File: src/rtl/ahb2apb_pkg.sv
// Shared encodings for the AHB-Lite to APB4 bridge.
// Contents: HTRANS / HSIZE / HRESP encodings and the bridge FSM state type.
package ahb_apb_pkg;

  localparam logic [1:0] HTRANS_IDLE   = 2'b00;
  localparam logic [1:0] HTRANS_BUSY   = 2'b01;
  localparam logic [1:0] HTRANS_NONSEQ = 2'b10;
  localparam logic [1:0] HTRANS_SEQ    = 2'b11;

  localparam logic [2:0] HSIZE_BYTE = 3'b000;
  localparam logic [2:0] HSIZE_HALF = 3'b001;
  localparam logic [2:0] HSIZE_WORD = 3'b010;

  localparam logic HRESP_OKAY  = 1'b0;
  localparam logic HRESP_ERROR = 1'b1;

  typedef enum logic [2:0] {
    ST_IDLE,
    ST_SETUP,
    ST_ACCESS,
    ST_ERR1,
    ST_ERR2
  } bridge_state_e;

endpackage

File: src/rtl/ahb2apb_if.sv
// AHB-Lite slave side and APB4 master side of the bridge, bundled as one bus.
// slave  : seen from the bridge (samples AHB requests and APB responses,
//          drives AHB responses and APB requests).
// master : seen from the surrounding system (AHB master plus APB peripheral).
interface ahb2apb_if #(
  parameter int unsigned ADDR_BITS = 32,
  parameter int unsigned DATA_BITS = 32
);
  logic                 ahb_hsel;
  logic [1:0]           ahb_htrans;
  logic                 ahb_hready;
  logic                 ahb_hwrite;
  logic [ADDR_BITS-1:0] ahb_haddr;
  logic [2:0]           ahb_hsize;
  logic [2:0]           ahb_hburst;
  logic [3:0]           ahb_hprot;
  logic                 ahb_hmastlock;
  logic [DATA_BITS-1:0] ahb_hwdata;
  logic                 ahb_hreadyout;
  logic                 ahb_hresp;
  logic [DATA_BITS-1:0] ahb_hrdata;

  logic                 apb_psel;
  logic                 apb_penable;
  logic                 apb_pwrite;
  logic [ADDR_BITS-1:0] apb_paddr;
  logic [DATA_BITS-1:0] apb_pwdata;
  logic [3:0]           apb_pstrb;
  logic [2:0]           apb_pprot;
  logic                 apb_pready;
  logic                 apb_pslverr;
  logic [DATA_BITS-1:0] apb_prdata;

  modport slave (
    input  ahb_hsel, ahb_htrans, ahb_hready, ahb_hwrite, ahb_haddr, ahb_hsize,
           ahb_hburst, ahb_hprot, ahb_hmastlock, ahb_hwdata,
           apb_pready, apb_pslverr, apb_prdata,
    output ahb_hreadyout, ahb_hresp, ahb_hrdata,
           apb_psel, apb_penable, apb_pwrite, apb_paddr, apb_pwdata,
           apb_pstrb, apb_pprot
  );

  modport master (
    output ahb_hsel, ahb_htrans, ahb_hready, ahb_hwrite, ahb_haddr, ahb_hsize,
           ahb_hburst, ahb_hprot, ahb_hmastlock, ahb_hwdata,
           apb_pready, apb_pslverr, apb_prdata,
    input  ahb_hreadyout, ahb_hresp, ahb_hrdata,
           apb_psel, apb_penable, apb_pwrite, apb_paddr, apb_pwdata,
           apb_pstrb, apb_pprot
  );
endinterface

File: src/rtl/ahb2apb_strb.sv
// Byte-strobe and size/alignment decode for one AHB address phase.
// Inputs : hsize, addr_lo (haddr[1:0]), hwrite
// Outputs: pstrb (all zero on reads), misalign_err (unsupported size or
//          address not aligned to the transfer size)
module ahb2apb_strb
  import ahb_apb_pkg::*;
(
  input  logic [2:0] hsize,
  input  logic [1:0] addr_lo,
  input  logic       hwrite,
  output logic [3:0] pstrb,
  output logic       misalign_err
);

  always_comb begin
    pstrb        = 4'b0000;
    misalign_err = 1'b0;
    case (hsize)
      HSIZE_BYTE: begin
        if (hwrite) pstrb = 4'(4'b0001 << addr_lo);
      end
      HSIZE_HALF: begin
        misalign_err = addr_lo[0];
        if (hwrite) pstrb = addr_lo[1] ? 4'b1100 : 4'b0011;
      end
      HSIZE_WORD: begin
        misalign_err = (addr_lo != 2'b00);
        if (hwrite) pstrb = 4'b1111;
      end
      default: misalign_err = 1'b1;
    endcase
  end

endmodule

File: src/rtl/ahb2apb.sv
// AHB-Lite slave to APB4 master bridge, one transfer in flight at a time.
// Ports: reset (async, active-high), apb_clock (shared by both buses),
//        bus (ahb2apb_if.slave: AHB request/response, APB request/response).
// AHB is stalled with hreadyout low during SETUP/ACCESS; APB errors and
// bad size/alignment produce the two-cycle AHB ERROR response.
module ahb2apb
  import ahb_apb_pkg::*;
#(
  parameter int unsigned ADDR_BITS = 32,
  parameter int unsigned DATA_BITS = 32
) (
  input  logic       reset,
  input  logic       apb_clock,
  ahb2apb_if.slave   bus
);

  bridge_state_e        state_q, state_d;
  logic                 accept, size_err, load_req, load_rdata;
  logic [3:0]           strb;
  logic                 hreadyout_q, hresp_q, psel_q, penable_q, pwrite_q;
  logic [ADDR_BITS-1:0] paddr_q;
  logic [3:0]           pstrb_q;
  logic [2:0]           pprot_q;
  logic [DATA_BITS-1:0] hrdata_q;
  logic                 unused_ok;

  // Burst type, lock and the cacheable/bufferable hprot bits have no APB meaning.
  assign unused_ok = ^{bus.ahb_hburst, bus.ahb_hmastlock, bus.ahb_hprot[3:2]};

  assign accept = bus.ahb_hsel & bus.ahb_hready &
                  ((bus.ahb_htrans == HTRANS_NONSEQ) | (bus.ahb_htrans == HTRANS_SEQ));

  ahb2apb_strb u_strb (
    .hsize        (bus.ahb_hsize),
    .addr_lo      (bus.ahb_haddr[1:0]),
    .hwrite       (bus.ahb_hwrite),
    .pstrb        (strb),
    .misalign_err (size_err)
  );

  // State register.
  always_ff @(posedge apb_clock or posedge reset) begin
    if (reset) state_q <= ST_IDLE;
    else       state_q <= state_d;
  end

  // Next state plus load enables for the request and read-data registers.
  always_comb begin
    state_d    = state_q;
    load_req   = 1'b0;
    load_rdata = 1'b0;
    case (state_q)
      ST_IDLE, ST_ERR2: begin
        if (accept) begin
          load_req = 1'b1;
          state_d  = size_err ? ST_ERR1 : ST_SETUP;
        end else begin
          state_d = ST_IDLE;
        end
      end
      ST_SETUP: state_d = ST_ACCESS;
      ST_ACCESS: begin
        if (bus.apb_pready) begin
          if (bus.apb_pslverr) begin
            state_d = ST_ERR1;
          end else begin
            state_d    = ST_IDLE;
            load_rdata = ~pwrite_q;
          end
        end
      end
      ST_ERR1: state_d = ST_ERR2;
      default: state_d = ST_IDLE;
    endcase
  end

  // Bus outputs registered from the next state so they line up with it.
  always_ff @(posedge apb_clock or posedge reset) begin
    if (reset) begin
      hreadyout_q <= 1'b1;
      hresp_q     <= HRESP_OKAY;
      psel_q      <= 1'b0;
      penable_q   <= 1'b0;
      pwrite_q    <= 1'b0;
      paddr_q     <= '0;
      pstrb_q     <= 4'b0000;
      pprot_q     <= 3'b000;
      hrdata_q    <= '0;
    end else begin
      hreadyout_q <= !(state_d inside {ST_SETUP, ST_ACCESS, ST_ERR1});
      hresp_q     <= (state_d inside {ST_ERR1, ST_ERR2}) ? HRESP_ERROR : HRESP_OKAY;
      psel_q      <= state_d inside {ST_SETUP, ST_ACCESS};
      penable_q   <= (state_d == ST_ACCESS);
      if (load_req) begin
        pwrite_q <= bus.ahb_hwrite;
        paddr_q  <= bus.ahb_haddr;
        pstrb_q  <= strb;
        pprot_q  <= {~bus.ahb_hprot[0], 1'b0, bus.ahb_hprot[1]};
      end
      if (load_rdata) hrdata_q <= bus.apb_prdata;
    end
  end

  assign bus.ahb_hreadyout = hreadyout_q;
  assign bus.ahb_hresp     = hresp_q;
  assign bus.ahb_hrdata    = hrdata_q;
  assign bus.apb_psel      = psel_q;
  assign bus.apb_penable   = penable_q;
  assign bus.apb_pwrite    = pwrite_q;
  assign bus.apb_paddr     = paddr_q;
  assign bus.apb_pstrb     = pstrb_q;
  assign bus.apb_pprot     = pprot_q;
  // Write data is held steady by the stalled AHB data phase.
  assign bus.apb_pwdata    = bus.ahb_hwdata;

endmodule

File: src/flat_wrapper.sv
// flat-port wrapper written by rule: the top's interface ports become plain ports
module ahb2apb_flat import ahb_apb_pkg::*;
#(
  parameter int unsigned ADDR_BITS = 32,
  parameter int unsigned DATA_BITS = 32
)
  (reset, apb_clock, bus_ahb_hsel, bus_ahb_htrans, bus_ahb_hready, bus_ahb_hwrite, bus_ahb_haddr, bus_ahb_hsize, bus_ahb_hburst, bus_ahb_hprot, bus_ahb_hmastlock, bus_ahb_hwdata, bus_apb_pready, bus_apb_pslverr, bus_apb_prdata, bus_ahb_hreadyout, bus_ahb_hresp, bus_ahb_hrdata, bus_apb_psel, bus_apb_penable, bus_apb_pwrite, bus_apb_paddr, bus_apb_pwdata, bus_apb_pstrb, bus_apb_pprot);
  ahb2apb_if #(.ADDR_BITS(ADDR_BITS), .DATA_BITS(DATA_BITS)) bus_i ();
  input  logic reset;
  input  logic apb_clock;
  input wire logic [$bits(bus_i.ahb_hsel)-1:0] bus_ahb_hsel;
  input wire logic [$bits(bus_i.ahb_htrans)-1:0] bus_ahb_htrans;
  input wire logic [$bits(bus_i.ahb_hready)-1:0] bus_ahb_hready;
  input wire logic [$bits(bus_i.ahb_hwrite)-1:0] bus_ahb_hwrite;
  input wire logic [$bits(bus_i.ahb_haddr)-1:0] bus_ahb_haddr;
  input wire logic [$bits(bus_i.ahb_hsize)-1:0] bus_ahb_hsize;
  input wire logic [$bits(bus_i.ahb_hburst)-1:0] bus_ahb_hburst;
  input wire logic [$bits(bus_i.ahb_hprot)-1:0] bus_ahb_hprot;
  input wire logic [$bits(bus_i.ahb_hmastlock)-1:0] bus_ahb_hmastlock;
  input wire logic [$bits(bus_i.ahb_hwdata)-1:0] bus_ahb_hwdata;
  input wire logic [$bits(bus_i.apb_pready)-1:0] bus_apb_pready;
  input wire logic [$bits(bus_i.apb_pslverr)-1:0] bus_apb_pslverr;
  input wire logic [$bits(bus_i.apb_prdata)-1:0] bus_apb_prdata;
  output wire logic [$bits(bus_i.ahb_hreadyout)-1:0] bus_ahb_hreadyout;
  output wire logic [$bits(bus_i.ahb_hresp)-1:0] bus_ahb_hresp;
  output wire logic [$bits(bus_i.ahb_hrdata)-1:0] bus_ahb_hrdata;
  output wire logic [$bits(bus_i.apb_psel)-1:0] bus_apb_psel;
  output wire logic [$bits(bus_i.apb_penable)-1:0] bus_apb_penable;
  output wire logic [$bits(bus_i.apb_pwrite)-1:0] bus_apb_pwrite;
  output wire logic [$bits(bus_i.apb_paddr)-1:0] bus_apb_paddr;
  output wire logic [$bits(bus_i.apb_pwdata)-1:0] bus_apb_pwdata;
  output wire logic [$bits(bus_i.apb_pstrb)-1:0] bus_apb_pstrb;
  output wire logic [$bits(bus_i.apb_pprot)-1:0] bus_apb_pprot;
  assign bus_i.ahb_hsel = bus_ahb_hsel;
  assign bus_i.ahb_htrans = bus_ahb_htrans;
  assign bus_i.ahb_hready = bus_ahb_hready;
  assign bus_i.ahb_hwrite = bus_ahb_hwrite;
  assign bus_i.ahb_haddr = bus_ahb_haddr;
  assign bus_i.ahb_hsize = bus_ahb_hsize;
  assign bus_i.ahb_hburst = bus_ahb_hburst;
  assign bus_i.ahb_hprot = bus_ahb_hprot;
  assign bus_i.ahb_hmastlock = bus_ahb_hmastlock;
  assign bus_i.ahb_hwdata = bus_ahb_hwdata;
  assign bus_i.apb_pready = bus_apb_pready;
  assign bus_i.apb_pslverr = bus_apb_pslverr;
  assign bus_i.apb_prdata = bus_apb_prdata;
  assign bus_ahb_hreadyout = bus_i.ahb_hreadyout;
  assign bus_ahb_hresp = bus_i.ahb_hresp;
  assign bus_ahb_hrdata = bus_i.ahb_hrdata;
  assign bus_apb_psel = bus_i.apb_psel;
  assign bus_apb_penable = bus_i.apb_penable;
  assign bus_apb_pwrite = bus_i.apb_pwrite;
  assign bus_apb_paddr = bus_i.apb_paddr;
  assign bus_apb_pwdata = bus_i.apb_pwdata;
  assign bus_apb_pstrb = bus_i.apb_pstrb;
  assign bus_apb_pprot = bus_i.apb_pprot;
  ahb2apb #(.ADDR_BITS(ADDR_BITS), .DATA_BITS(DATA_BITS)) u_core (.reset(reset), .apb_clock(apb_clock), .bus(bus_i));
endmodule
File: config.mk
export PLATFORM = sky130hd
export DESIGN_NAME = ahb2apb_flat
export DESIGN_NICKNAME = d
export VERILOG_FILES = /design/src/rtl/ahb2apb_pkg.sv /design/src/rtl/ahb2apb_if.sv /design/src/rtl/ahb2apb_strb.sv /design/src/rtl/ahb2apb.sv /design/src/flat_wrapper.sv
export SDC_FILE = /design/constraint.sdc
export NUM_CORES = 1
export LEC_CHECK = 0
export CORE_MARGIN = 3
export CORE_UTILIZATION = 39
export DETAILED_ROUTE_END_ITERATION = 16
export HOLD_SLACK_MARGIN = 0.05
export PLACE_DENSITY = 0.86
export SETUP_SLACK_MARGIN = 0.02
export SYNTH_ARGS = -nofsm -noshare
export SYNTH_HDL_FRONTEND = slang
export SYNTH_HIERARCHICAL = 1
export SYNTH_SLANG_ARGS = --single-unit
File: constraint.sdc
create_clock -name apb_clock -period 6.6 [get_ports apb_clock]
set_clock_uncertainty 0.1 [all_clocks]
set_input_delay 0.99 -clock apb_clock [delete_from_list [all_inputs] [get_ports apb_clock]]
set_output_delay 0.99 -clock apb_clock [all_outputs]
set_load 0.05 [all_outputs]
==> impl_metrics.toml, run 1 <==
[clocking]
cts_setup_buffers = 0
cts_tree = "yes"
clock_pin_slew_on_the_worst_setup_and_hold_paths_ns = 0.08
worst_skew_late_latency_ns = 0.33
cts_root_buffer = "sky130_fd_sc_hd__clkbuf_8"
cts_hold_buffers = 0
cts_made_buffers = 9
cts.path.max_buffers = 2
clkSinkCount = 78
ctsHtreeMaxLevel = 3
cts.repair.resized = 0

[setup_path]
rr_endpoint = "u_core/bus.ahb_hrdata[9]"
crit_fanout = 32
path_class = "in -> reg"
startpoint_type = "primary input"
crit_path_max_incr_delay_ns = 0.85
cp-end-kind = "flop"
worst-r2r-cell-count = 3
r2r_setup_slack_ns = 4.24
worstPathArrival_ns = 3.11
worst_path_max_delay_cell = "sky130_fd_sc_hd__nand3_2"
crit_path_cell_trace = "clkdlybuf4s50_1 > nor3_2 > nand3_2 > mux2_4"
worstPathRequired_ns = 6.72
crit-reg2reg-launch = "u_core/state_q[0]"

[sta]
worstMarginPinSlew_ns = 1.10
rsz0062_at_grt = "no"
period_share_pct = 45.4
timing.final.ws_setup_ns = 3.60
finalWorstPathRequiredPeriod_ns = 3.00
setup-violations-final = 0
final_tns_setup_ns = 0
final_count_of_hold_timing_violations = 0
highest_achievable_clock_rate_ghz = 0.334
final-max-slew-violation-count = 0
timing.max_slew.rel_slack_pct = 26.7

[finish]
fill_cells = 686
insertedDiodeCount = 0
drive_above_1_share_pct = 12.9
layout.nets = 546
mostFrequentLayoutCells = "sky130_fd_sc_hd__clkdlybuf4s50_1, sky130_fd_sc_hd__nand2_1, sky130_fd_sc_hd__dfrtp_1"
area_growth_syn_to_layout_pct = 45.7
commonest_non_fill_non_tap_cell_in_the_layout = "sky130_fd_sc_hd__clkdlybuf4s50_1"

[global_routing]
pin_count_of_the_biggest_net_entering_global_routing = 79
grt_remaining_overflow = 0
grt_use_total_pct = 17.0
first_global_vias = 2634
antenna_found_initial = 0
global_route_wire_length_before_repair_um = 13400

[route]
drc = 0
vias_after_detailed_routing = 2566
dr.pass1.iters = 4
route.final.wire_length_um = 8330
detailed_route_vias_per_instance = 4.75
drt_wl_cell_um = 15.4
drt_initial_violations = 50
drt.antenna.violating_nets = 0

[logic_synthesis]
avgSynthCellArea_um2 = 11.0
ys_types = 28
postSynthNetCount = 426
synthCells = 310
mappedNetlistArea_mm2 = 0.00341
ys_warn_count = 6
synth-seq-cells = 78
seq_area_frac_synth_pct = 57.3

[die]
floorplan.initialDensity_pct = 40.9
placeable_area_mm2 = 0.00834
placement_rows = 33
ioPinCount = 224
die_area_mm2 = 0.00990
fp.dieH_um = 99.5
die_x_um = 99.5

[pwr]
power_density_mw_per_mm2 = 578
ir_drop_mv = 0.296
leakagePower_nw = 2.39

[placement]
place_worst_setup_slack_ns = 3.21
place_hpwl_um = 6130
io_buffers = 151
routabilityCongestion = 0.762

[hold_path]
hold_path_end = "u_core/bus.apb_penable"
worstHoldPathCells = 1
holdCritStartpoint = "u_core/state_q[2]"
hp-class = "reg -> reg"

[flow_run]
maxCapViolations = 0

[outcome]
outcome = "complete, no violations"
cells by family after synthesis:
kind of cell	synth area share, %
simple gates	16.3
flops	57.3
buf+inv	9.87
mux	13.9
compound gates	2.53
other cells	0.110
layer usage:
| metal | global-route usage, % | up-vias | share of wire (%) |
|---|---|---|---|
| li1 | - | 1189 | - |
| met1 | 20.4 | 1228 | 39 |
| met2 | 27.4 | 132 | 48 |
| met3 | 7.08 | 17 | 10 |
| met4 | 6.62 | 0 | 2.2 |
| met5 | 0 | - | 0 |
worst max-delay path by stage:
stage	startpoint	to	slack, ns	depth (start not counted)
after floorplan	reset	u_core/bus.ahb_hrdata[0]	3.52	1
after global placement	bus_apb_pslverr	u_core/bus.ahb_hrdata[10]	3.27	4
after detailed placement	bus_apb_pslverr	u_core/bus.ahb_hrdata[7]	3.21	4
after CTS	bus_apb_pslverr	u_core/bus.ahb_hrdata[9]	3.59	4
after global routing	bus_apb_pslverr	u_core/bus.ahb_hrdata[9]	3.46	4
final	bus_apb_pslverr	u_core/bus.ahb_hrdata[9]	3.60	4
report_power, final:
group	switching, mW	internal (mW)	total (mW)
Combinational	1.05	0.602	1.65
Clock	0.174	0.213	0.387
Sequential	0.128	0.706	0.834
cells in the mapped netlist:
library cell                 n  area, um^2
sky130_fd_sc_hd__nand2_1   117         439
sky130_fd_sc_hd__dfrtp_1    77        1930
sky130_fd_sc_hd__buf_4      33         248
sky130_fd_sc_hd__mux2_4     30         450
sky130_fd_sc_hd__a21oi_1     7        35.0
sky130_fd_sc_hd__buf_2       5        25.0
sky130_fd_sc_hd__clkbuf_1    4        15.0
sky130_fd_sc_hd__inv_1       4        15.0
sky130_fd_sc_hd__nor2_1      4        15.0
sky130_fd_sc_hd__o21ai_0     4        20.0
sky130_fd_sc_hd__buf_6       3        33.8
sky130_fd_sc_hd__mux2_2      2        22.5
sky130_fd_sc_hd__nand2b_1    2        12.5
sky130_fd_sc_hd__nand3_1     2        10.0
sky130_fd_sc_hd__nand3b_1    2        15.0
sky130_fd_sc_hd__o21bai_1    2        15.0
sky130_fd_sc_hd__a21o_1      1        7.51
sky130_fd_sc_hd__and2b_1     1        7.51
sky130_fd_sc_hd__and4_1      1        8.76
sky130_fd_sc_hd__conb_1      1        3.75
sky130_fd_sc_hd__dfstp_2     1        26.3
sky130_fd_sc_hd__nand3_2     1        10.0
sky130_fd_sc_hd__nand4_1     1        6.26
sky130_fd_sc_hd__nor3_1      1        5.00
sky130_fd_sc_hd__nor3_2      1        10.0
sky130_fd_sc_hd__o31a_1      1        8.76
sky130_fd_sc_hd__or2b_2      1        8.76
sky130_fd_sc_hd__or3b_2      1        8.76
critical path, delay by kind of cell:
kind	cells	cell delay, ns
buffers and inverters	1	0.45
and+or+nand+nor	2	1.04
muxes	1	0.62
registers in the layout, indices dropped and copies added (netlist names):
signal and cells:
u_core/bus.apb_penable 1, u_core/state_q 3, u_core/bus.apb_pwrite 1, u_core/bus.apb_paddr 32
u_core/bus.ahb_hrdata 32, u_core/bus.ahb_hreadyout 1, u_core/bus.apb_pstrb 4, u_core/bus.ahb_hresp 1
u_core/bus.apb_psel 1, u_core/bus.apb_pprot 2
area by class of cell:
class                           instances  area [um^2]  area share, %
Clock buffer                           10          128           2.57
Tap cell                              105          131           2.64
Sequential cell                        78         1950           39.3
Inverter                                4         16.3          0.327
Multi-Input combinational cell        183         1120           22.5
Timing Repair Buffer                  154         1530           30.9
Clock inverter                          6         86.3           1.74
per-stage QoR:
stage	instance area, um^2	cells	power, mW	util, %	hold slack, ns
after detailed placement	4750	524	2.50	57.0	0.358
after CTS	4970	540	2.90	59.6	0.366
final	4970	540	2.87	59.6	0.369
after floorplan	3410	310	1.97	-	0.325
after global placement	4750	524	2.47	57.0	0.344
after global routing	4970	540	3.01	59.6	0.394
Power figures use the tool's default switching activity.
==> inputs of run 2 (changes only) <==
Settings changed: CORE_UTILIZATION 39 to 33, PLACE_DENSITY 0.86 to 0.78.
Clock period 6.6 ns to 2.5 ns, I/O delays scaled along.
==> impl_metrics.toml, run 2 (synthesis gave the netlist of run 1 again) <==
[outcome]
outcome = "complete, no violations"

[global_routing]
global_route_wire_length_before_repair_um = 12700
grt_remaining_overflow = 0
use_met3_pct = 5.94
antenna_found_initial = 0
pin_count_of_the_biggest_net_entering_global_routing = 45
gr_layer_usage_met1_pct = 17.1
first_global_vias = 2477
use_met2_pct = 21.0
grt_use_total_pct = 14.1
grt_most_used_layer = "met2"

[setup_path]
worstPathBufferInverterCount = 1
worst_path_dominant_cell_family = "buffers and inverters"
worst_path_max_delay_cell = "sky130_fd_sc_hd__clkdlybuf4s50_1"
crit_fanout = 1
worstPathArrival_ns = 1.67
crit_path_max_incr_delay_ns = 0.81
path_class = "reg -> out"
crit_path_cell_trace = "clkdlybuf4s50_1"
worstPathRequired_ns = 2.03
startpoint_type = "flop"
cp-end-kind = "primary output"

[clocking]
clock_pin_slew_on_the_worst_setup_and_hold_paths_ns = 0.08
cts_setup_buffers = 0
ctsHtreeMaxLevel = 3
cts.path.max_buffers = 2
cts.repair.resized = 0
clkSinkCount = 78
cts_root_buffer = "sky130_fd_sc_hd__clkbuf_8"
cts_tree = "yes"
worst_skew_late_latency_ns = 0.34
cts_hold_buffers = 0
cts_made_buffers = 9

[pwr]
design_power_total_mw = 7.51
leakagePower_nw = 2.41
power_density_mw_per_mm2 = 1490
ir_drop_mv = 0.688

[die]
die_area_mm2 = 0.0116
placeable_area_mm2 = 0.00991
floorplan.initialDensity_pct = 34.4
placement_rows = 36
fp.dieH_um = 108
die_x_um = 108
ioPinCount = 224

[sta]
final_tns_setup_ns = 0
final_count_of_hold_timing_violations = 0
final-max-slew-violation-count = 0
worstMarginPinSlew_ns = 0.639
rsz0062_at_grt = "no"
highest_achievable_clock_rate_ghz = 0.466
period_share_pct = 85.8
timing.final.ws_setup_ns = 0.354
finalWorstPathRequiredPeriod_ns = 2.15
timing.max_slew.rel_slack_pct = 57.4
fin_hold_ws_ns = 0.329
setup-violations-final = 0

[route]
drt_initial_violations = 105
drc = 0
vias_after_detailed_routing = 2489
route.final.wire_length_um = 8190
drt_wl_cell_um = 14.4
detailed_route_vias_per_instance = 4.37
dr.pass1.iters = 7
drt.antenna.violating_nets = 0

[placement]
dpl_cell_area_mm2 = 0.00482
place_hpwl_um = 5970
routabilityCongestion = 0.707
io_buffers = 151
place_worst_setup_slack_ns = 0.576

[finish]
drive_above_1_share_pct = 13.1
fin_area_mm2 = 0.00502
layout.nets = 547
insertedDiodeCount = 0
area_growth_syn_to_layout_pct = 47.3
commonest_non_fill_non_tap_cell_in_the_layout = "sky130_fd_sc_hd__clkdlybuf4s50_1"
fill_cells = 913
mostFrequentLayoutCells = "sky130_fd_sc_hd__clkdlybuf4s50_1, sky130_fd_sc_hd__nand2_1, sky130_fd_sc_hd__dfrtp_1"

[hold_path]
hp-class = "in -> async"

[flow_run]
maxCapViolations = 0
-- run 2: cell types whose count changed in the layout (fill, tap and decap cells not counted), sizes merged --
cell	delta
clkbuf	+2
clkinvlp	-1
buf	+1
bufinv	-1
-- run 2: per-layer routing --
layer / part of all wire, % / wire (um)
met2: 45 / 3670
met4: 3.2 / 260
met1: 40 / 3310
met3: 12 / 954
met5: 0 / 0
-- run 2: final timing paths --
path | from | end | slack, ns | cells after the start
max | u_core/bus.ahb_hreadyout | bus_ahb_hreadyout | 0.35 | 1
min | reset | u_core/bus.ahb_hrdata[14] | 0.33 | 2
max reg2reg | u_core/state_q[0] | u_core/bus.apb_paddr[27] | 0.83 | 5
min reg2reg | u_core/state_q[2] | u_core/bus.apb_penable | 0.36 | 1
max in group asynchronous | reset | u_core/state_q[0] | 1.34 | 3
min in group apb_clock | u_core/state_q[2] | u_core/bus.apb_penable | 0.36 | 1
-- run 2: stage by stage --
stage | std cells | utilization (%)
finish | 569 | 50.7
global route | 569 | 50.7
CTS | 569 | 50.7
detailed placement | 553 | 48.7
global placement | 553 | 48.7
floorplan | 310 | -
-- run 2: power by group --
part,total (mW),switching (mW),internal [mW]
Combinational,4.36,2.77,1.59
Clock,0.955,0.443,0.512
Sequential,2.19,0.324,1.86
Total,7.51,3.54,3.96
-- run 2: cell type report --
class / instances / area [um^2] / share of cell area, %
Sequential cell: 78 / 1950 / 38.9
Timing Repair Buffer: 155 / 1570 / 31.2
Multi-Input combinational cell: 183 / 1120 / 22.3
Tap cell: 133 / 166 / 3.31
Clock buffer: 12 / 155 / 3.09
Clock inverter: 4 / 45.0 / 0.897
Inverter: 4 / 16.3 / 0.324
==> patch 1: new RTL, config.mk and constraints of run 1 <==
`ADDR_BITS` is set to 32 in 3 places; all go to 48.
--- a/src/rtl/ahb2apb_if.sv
+++ b/src/rtl/ahb2apb_if.sv
@@ -3,7 +3,7 @@
 //          drives AHB responses and APB requests).
 // master : seen from the surrounding system (AHB master plus APB peripheral).
 interface ahb2apb_if #(
-  parameter int unsigned ADDR_BITS = 32,
+  parameter int unsigned ADDR_BITS = 48,
   parameter int unsigned DATA_BITS = 32
 );
   logic                 ahb_hsel;
--- a/src/rtl/ahb2apb.sv
+++ b/src/rtl/ahb2apb.sv
@@ -6,7 +6,7 @@
 module ahb2apb
   import ahb_apb_pkg::*;
 #(
-  parameter int unsigned ADDR_BITS = 32,
+  parameter int unsigned ADDR_BITS = 48,
   parameter int unsigned DATA_BITS = 32
 ) (
   input  logic       reset,
--- a/src/flat_wrapper.sv
+++ b/src/flat_wrapper.sv
@@ -1,7 +1,7 @@
 // flat-port wrapper written by rule: the top's interface ports become plain ports
 module ahb2apb_flat import ahb_apb_pkg::*;
 #(
-  parameter int unsigned ADDR_BITS = 32,
+  parameter int unsigned ADDR_BITS = 48,
   parameter int unsigned DATA_BITS = 32
 )
   (reset, apb_clock, bus_ahb_hsel, bus_ahb_htrans, bus_ahb_hready, bus_ahb_hwrite, bus_ahb_haddr, bus_ahb_hsize, bus_ahb_hburst, bus_ahb_hprot, bus_ahb_hmastlock, bus_ahb_hwdata, bus_apb_pready, bus_apb_pslverr, bus_apb_prdata, bus_ahb_hreadyout, bus_ahb_hresp, bus_ahb_hrdata, bus_apb_psel, bus_apb_penable, bus_apb_pwrite, bus_apb_paddr, bus_apb_pwdata, bus_apb_pstrb, bus_apb_pprot);
Interface: changed (resized bus_ahb_haddr and bus_apb_paddr); port bits go from 224 to 256. No check against the original RTL was run, so the function may have changed too.
==> patch 1 against run 1 <==
Power increased by 17%. Final cell count increased by 23%. Clock power decreased by 8.0%. Worst setup slack got worse by 0.027 ns. Sequential cell count increased by 16. Wire length increased by 20%. Synthesized area increased by 18%. Die area increased by 16%. Design area increased by 18%. Largest power group unchanged.
==> patch 1: results (changes against run 1) <==
* Fin crit period at 3.024 ns (was 2.997 ns)
* Initial drt markers at 135 (was 50)
* First-pass GRT wire length at 15920 um (was 13420 um)
* Top cells by area, synth: dfrtp_1 58%, nand2_1 15%, mux2_4 11% (was dfrtp_1 57%, mux2_4 13%, nand2_1 13%)
* H-tree Lvls at 3 (unchanged)
* Global Route Usage Sum at 17.41% (was 17.05%)
* Measured slew at the worst slew-check pin at 1.131 ns (was 1.098 ns)
* GPL Wtd Cong at 0.7448 (was 0.7624)
* Post-synthesis xor/xnor area fraction at 0% (unchanged)
* Vias per cell at 4.644 (was 4.752)
* Vias in the first global route at 3136 (was 2634)
* Layout cells sized above 1 at 10.21% (was 12.87%)
* Synth Area in Adders at 0% (unchanged)
* Largest net degree at the start of global routing at 95 (was 79)
* Post-synthesis compound-gate area fraction at 2.154% (was 2.532%)
* Antenna Nets Post-Route at 0 (unchanged)
* Pre-CTS setup slack at 3.239 ns (was 3.205 ns)
* Register area share after synthesis at 58.71% (was 57.28%)
* Placed insts at 646 (was 524)
* Hold Crit Class: reg -> reg (unchanged)
* Final WL at 9987 um (was 8334 um)
* Fill cells at 794 (was 686)
* Crit path DAT at 3.14 ns (was 3.11 ns)
* Ant diodes at 0 (unchanged)
* Clock Latency Late Sink at between 0.3 and 0.4 ns
* Post-synth cell types at 27 (was 28)
* Max reg flops at between 40 and 50
* Post-synthesis mux area share at 11.80% (was 13.87%)
* First-pass DRT Iterations at 4 (unchanged)
* Status: completed (unchanged)
* Total CTS buffers at 9 (unchanged)
* Port bufs at 183 (was 151)
* Post-synth top cells: 165 x nand2_1, 93 x dfrtp_1, 35 x buf_4, 30 x mux2_4 (was 117 x nand2_1, 77 x dfrtp_1, 33 x buf_4, 30 x mux2_4, 7 x a21oi_1)
* Static leakage at 2.829 nW (was 2.393 nW)
* Per-cell routed wire length at 15.09 um (was 15.43 um)
* Ys async rst share at 100.0% (unchanged)
* DP Wirelength at 7137 um (was 6127 um)
* Max VDD drop at 0.2970 mV (was 0.2958 mV)
* Reg2reg setup slack at 4.21 ns (was 4.24 ns)
* Syn_nets at 509 (was 426)
* # nets final at 656 (was 546)
* Synthesized instance count at 377 (was 310)
patch 1: routing by layer:
layer	part of all wire, %	track usage, %
met5	0	0
met4	1.5	4.959
met3	8.7	6.179
met2	50	29.58
met1	40	20.90
patch 1: final timing paths:
check,to,cells past startpoint,from
setup / recovery,u_core/bus.ahb_hrdata[0]$_DFFE_PP0P_,4,bus_apb_pslverr
hold / removal,u_core/bus.apb_penable$_DFF_PP0_,1,u_core/state_q[2]$_DFF_PP0_
setup reg to reg,u_core/bus.ahb_hrdata[0]$_DFFE_PP0P_,3,u_core/state_q[0]$_DFF_PP0_
hold reg to reg,u_core/bus.apb_penable$_DFF_PP0_,1,u_core/state_q[2]$_DFF_PP0_
max in group asynchronous,u_core/bus.apb_paddr[31]$_DFFE_PP0N_,2,reset
min in group asynchronous,u_core/bus.ahb_hrdata[15]$_DFFE_PP0P_,2,reset
patch 1: report_power, final:
part,leakage (nW),internal (mW),total (mW),switching (mW)
clock,0.0954,0.167,0.356,0.188
combinational,1.56,0.709,2.00,1.29
sequential,1.17,0.853,1.01,0.156
patch 1: cell families after synthesis:
| family | Yosys count |
|---|---|
| AND/OR/NAND/NOR | 183 |
| flip-flops | 94 |
| buffers and inverters | 52 |
| multiplexers | 32 |
| AO/OA/AOI/OAI | 15 |
| other | 1 |
patch 1: per-stage QoR:
step | power (mW) | cell area (um2) | utilization, % | hold slack, ns
floorplan | 2.367 | 4009 | - | 0.3249
global placement | 2.987 | 5675 | 57.53 | 0.3442
detailed placement | 3.034 | 5675 | 57.53 | 0.3526
CTS | 3.406 | 5862 | 59.42 | 0.3603
global route | 3.534 | 5862 | 59.42 | 0.3802
finish | 3.368 | 5862 | 59.42 | 0.3584
patch 1: final cells by class:
| class | instances | share of cell area, % |
|---|---|---|
| clock buffer | 13 | 2.882 |
| multi-input combinational | 231 | 22.16 |
| sequential | 94 | 40.15 |
| clock inverter | 3 | 0.2988 |
| inverter | 4 | 0.2988 |
| tap | 133 | 2.839 |
| timing repair buffer | 184 | 31.38 |
==> patch 2: new RTL, settings of run 1 <==
Without the edit above. Reset style: synchronous (`reset`), changed in 2 clocked blocks. Comments in the files are not updated.
--- a/src/rtl/ahb2apb.sv
+++ b/src/rtl/ahb2apb.sv
@@ -39,7 +39,7 @@
   );
 
   // State register.
-  always_ff @(posedge apb_clock or posedge reset) begin
+  always_ff @(posedge apb_clock) begin
     if (reset) state_q <= ST_IDLE;
     else       state_q <= state_d;
   end
@@ -75,7 +75,7 @@
   end
 
   // Bus outputs registered from the next state so they line up with it.
-  always_ff @(posedge apb_clock or posedge reset) begin
+  always_ff @(posedge apb_clock) begin
     if (reset) begin
       hreadyout_q <= 1'b1;
       hresp_q     <= HRESP_OKAY;
Function: differs if reset is asserted again (counterexample within 4 cycles, from zero or initial values and one cycle with reset high); with reset held inactive, the same outputs for 10 cycles.
==> patch 2 against run 1 <==
Synthesized area is 9.5% lower. Wire length fell by 5.2%. Worst setup slack better by 0.11 ns. Sequential cell count stayed put. Design area down 7.6%. Critical path depth increased by 1. Global-route usage rose by 0.44 points. Critical path type unchanged.
Power is not compared: it rests on default switching activity, and its combinational part moved more than twofold at a synthesized area within 25%.
==> patch 2: results (changes against run 1) <==
* Syn_nets at 510 (was 426)
* FF-to-FF Start: u_core/state_q[0]$_SDFF_PP0_ (was u_core/state_q[0]$_DFF_PP0_)
* Per-cell routed wire length at 13.02 um (was 15.43 um)
* Ys async rst share at 0% (was 100.0%)
* Min-delay src: u_core/bus.apb_paddr[20]$_SDFFE_PP0N_ (was u_core/state_q[2]$_DFF_PP0_)
* Vias per cell at 4.811 (was 4.752)
* Wl on met1 at 3258 um (was 3266 um)
* Met2 GRT Util at 29.36% (was 27.43%)
* Status: completed (unchanged)
* Initial drt markers at 134 (was 50)
* Post-DP Area at 0.004384 mm2 (was 0.004755 mm2)
* Vias in the first global route at 2748 (was 2634)
* Hold Path Stages at 2 (was 1)
* Pre-CTS setup slack at 3.357 ns (was 3.205 ns)
* # nets final at 619 (was 546)
* Fill cells at 685 (was 686)
* WL met2 at 3863 um (was 4040 um)
* Global Route Usage Sum at 17.49% (was 17.05%)
* GPL Wtd Cong at 0.8030 (was 0.7624)
* Layout cells sized above 1 at 4.528% (was 12.87%)
* Post-synth top cells: 144 x nand2_1, 78 x a21oi_1, 78 x dfxtp_1, 33 x buf_4, 13 x clkbuf_1 (was 117 x nand2_1, 77 x dfrtp_1, 33 x buf_4, 30 x mux2_4, 7 x a21oi_1)
* Syn Area/Cell at 7.831 um2 (was 11.00 um2)
* Reg2reg setup slack at 4.53 ns (was 4.24 ns)
* Critical R2R Capture: u_core/bus.ahb_hrdata[20]$_SDFFE_PP0P_ (was u_core/bus.ahb_hrdata[9]$_DFFE_PP0P_)
* Largest net degree at the start of global routing at 77 (was 79)
* First-pass GRT wire length at 12540 um (was 13420 um)
* Reg2reg path depth at 4 (was 3)
* Crit path DAT at 2.96 ns (was 3.11 ns)
* Final hold slack at 0.3548 ns (was 0.3686 ns)
* Sink of the worst hold path: u_core/bus.apb_paddr[20]$_SDFFE_PP0N_ (was u_core/bus.apb_penable$_DFF_PP0_)
## patch 2: cell types whose count changed after synthesis, moves of 3 or more
cell and change:
clkbuf_1 +9, buf_2 +3, nand2_1 +27, a21oi_1 +71, dfrtp_1 -77, dfxtp_1 +78, mux2_4 -30
## patch 2: worst min-delay path, cell delays in order, from the launching register on
cell	delay [ns]
dfxtp_1	0.31
nand2_1	0.05
a21oi_1	0.05
## patch 2: kinds of logic (layout without fill, tap and decap cells)
logic type | count (synthesis) | count (layout) | share of synthesized area (%)
simple gates | 165 | 165 | 21.78
buf+inv | 60 | 174 | 12.37
other cells | 1 | 1 | 0.1215
compound gates | 90 | 90 | 15.13
flops | 78 | 78 | 50.61
## patch 2: layout make-up
| class | instances | share of cell area, % |
|---|---|---|
| sequential | 78 | 34.01 |
| timing repair buffer | 155 | 33.47 |
| clock inverter | 6 | 1.499 |
| inverter | 3 | 0.2453 |
| multi-input combinational | 256 | 25.07 |
| clock buffer | 10 | 2.998 |
| tap | 99 | 2.698 |
## patch 2: worst max path at each step
stage,from,end,slack (ns),cells past startpoint
after floorplan,bus_ahb_hwdata[0],bus_apb_pwdata[0],4.35,1
after global placement,bus_apb_pslverr,u_core/bus.ahb_hrdata[0]$_SDFFE_PP0P_,3.41,5
after detailed placement,bus_apb_pslverr,u_core/bus.ahb_hrdata[20]$_SDFFE_PP0P_,3.36,5
after CTS,bus_apb_pslverr,u_core/bus.ahb_hrdata[20]$_SDFFE_PP0P_,3.72,5
after global routing,bus_apb_pready,u_core/bus.ahb_hrdata[26]$_SDFFE_PP0P_,3.58,5
final,bus_apb_pslverr,u_core/bus.ahb_hrdata[20]$_SDFFE_PP0P_,3.72,5
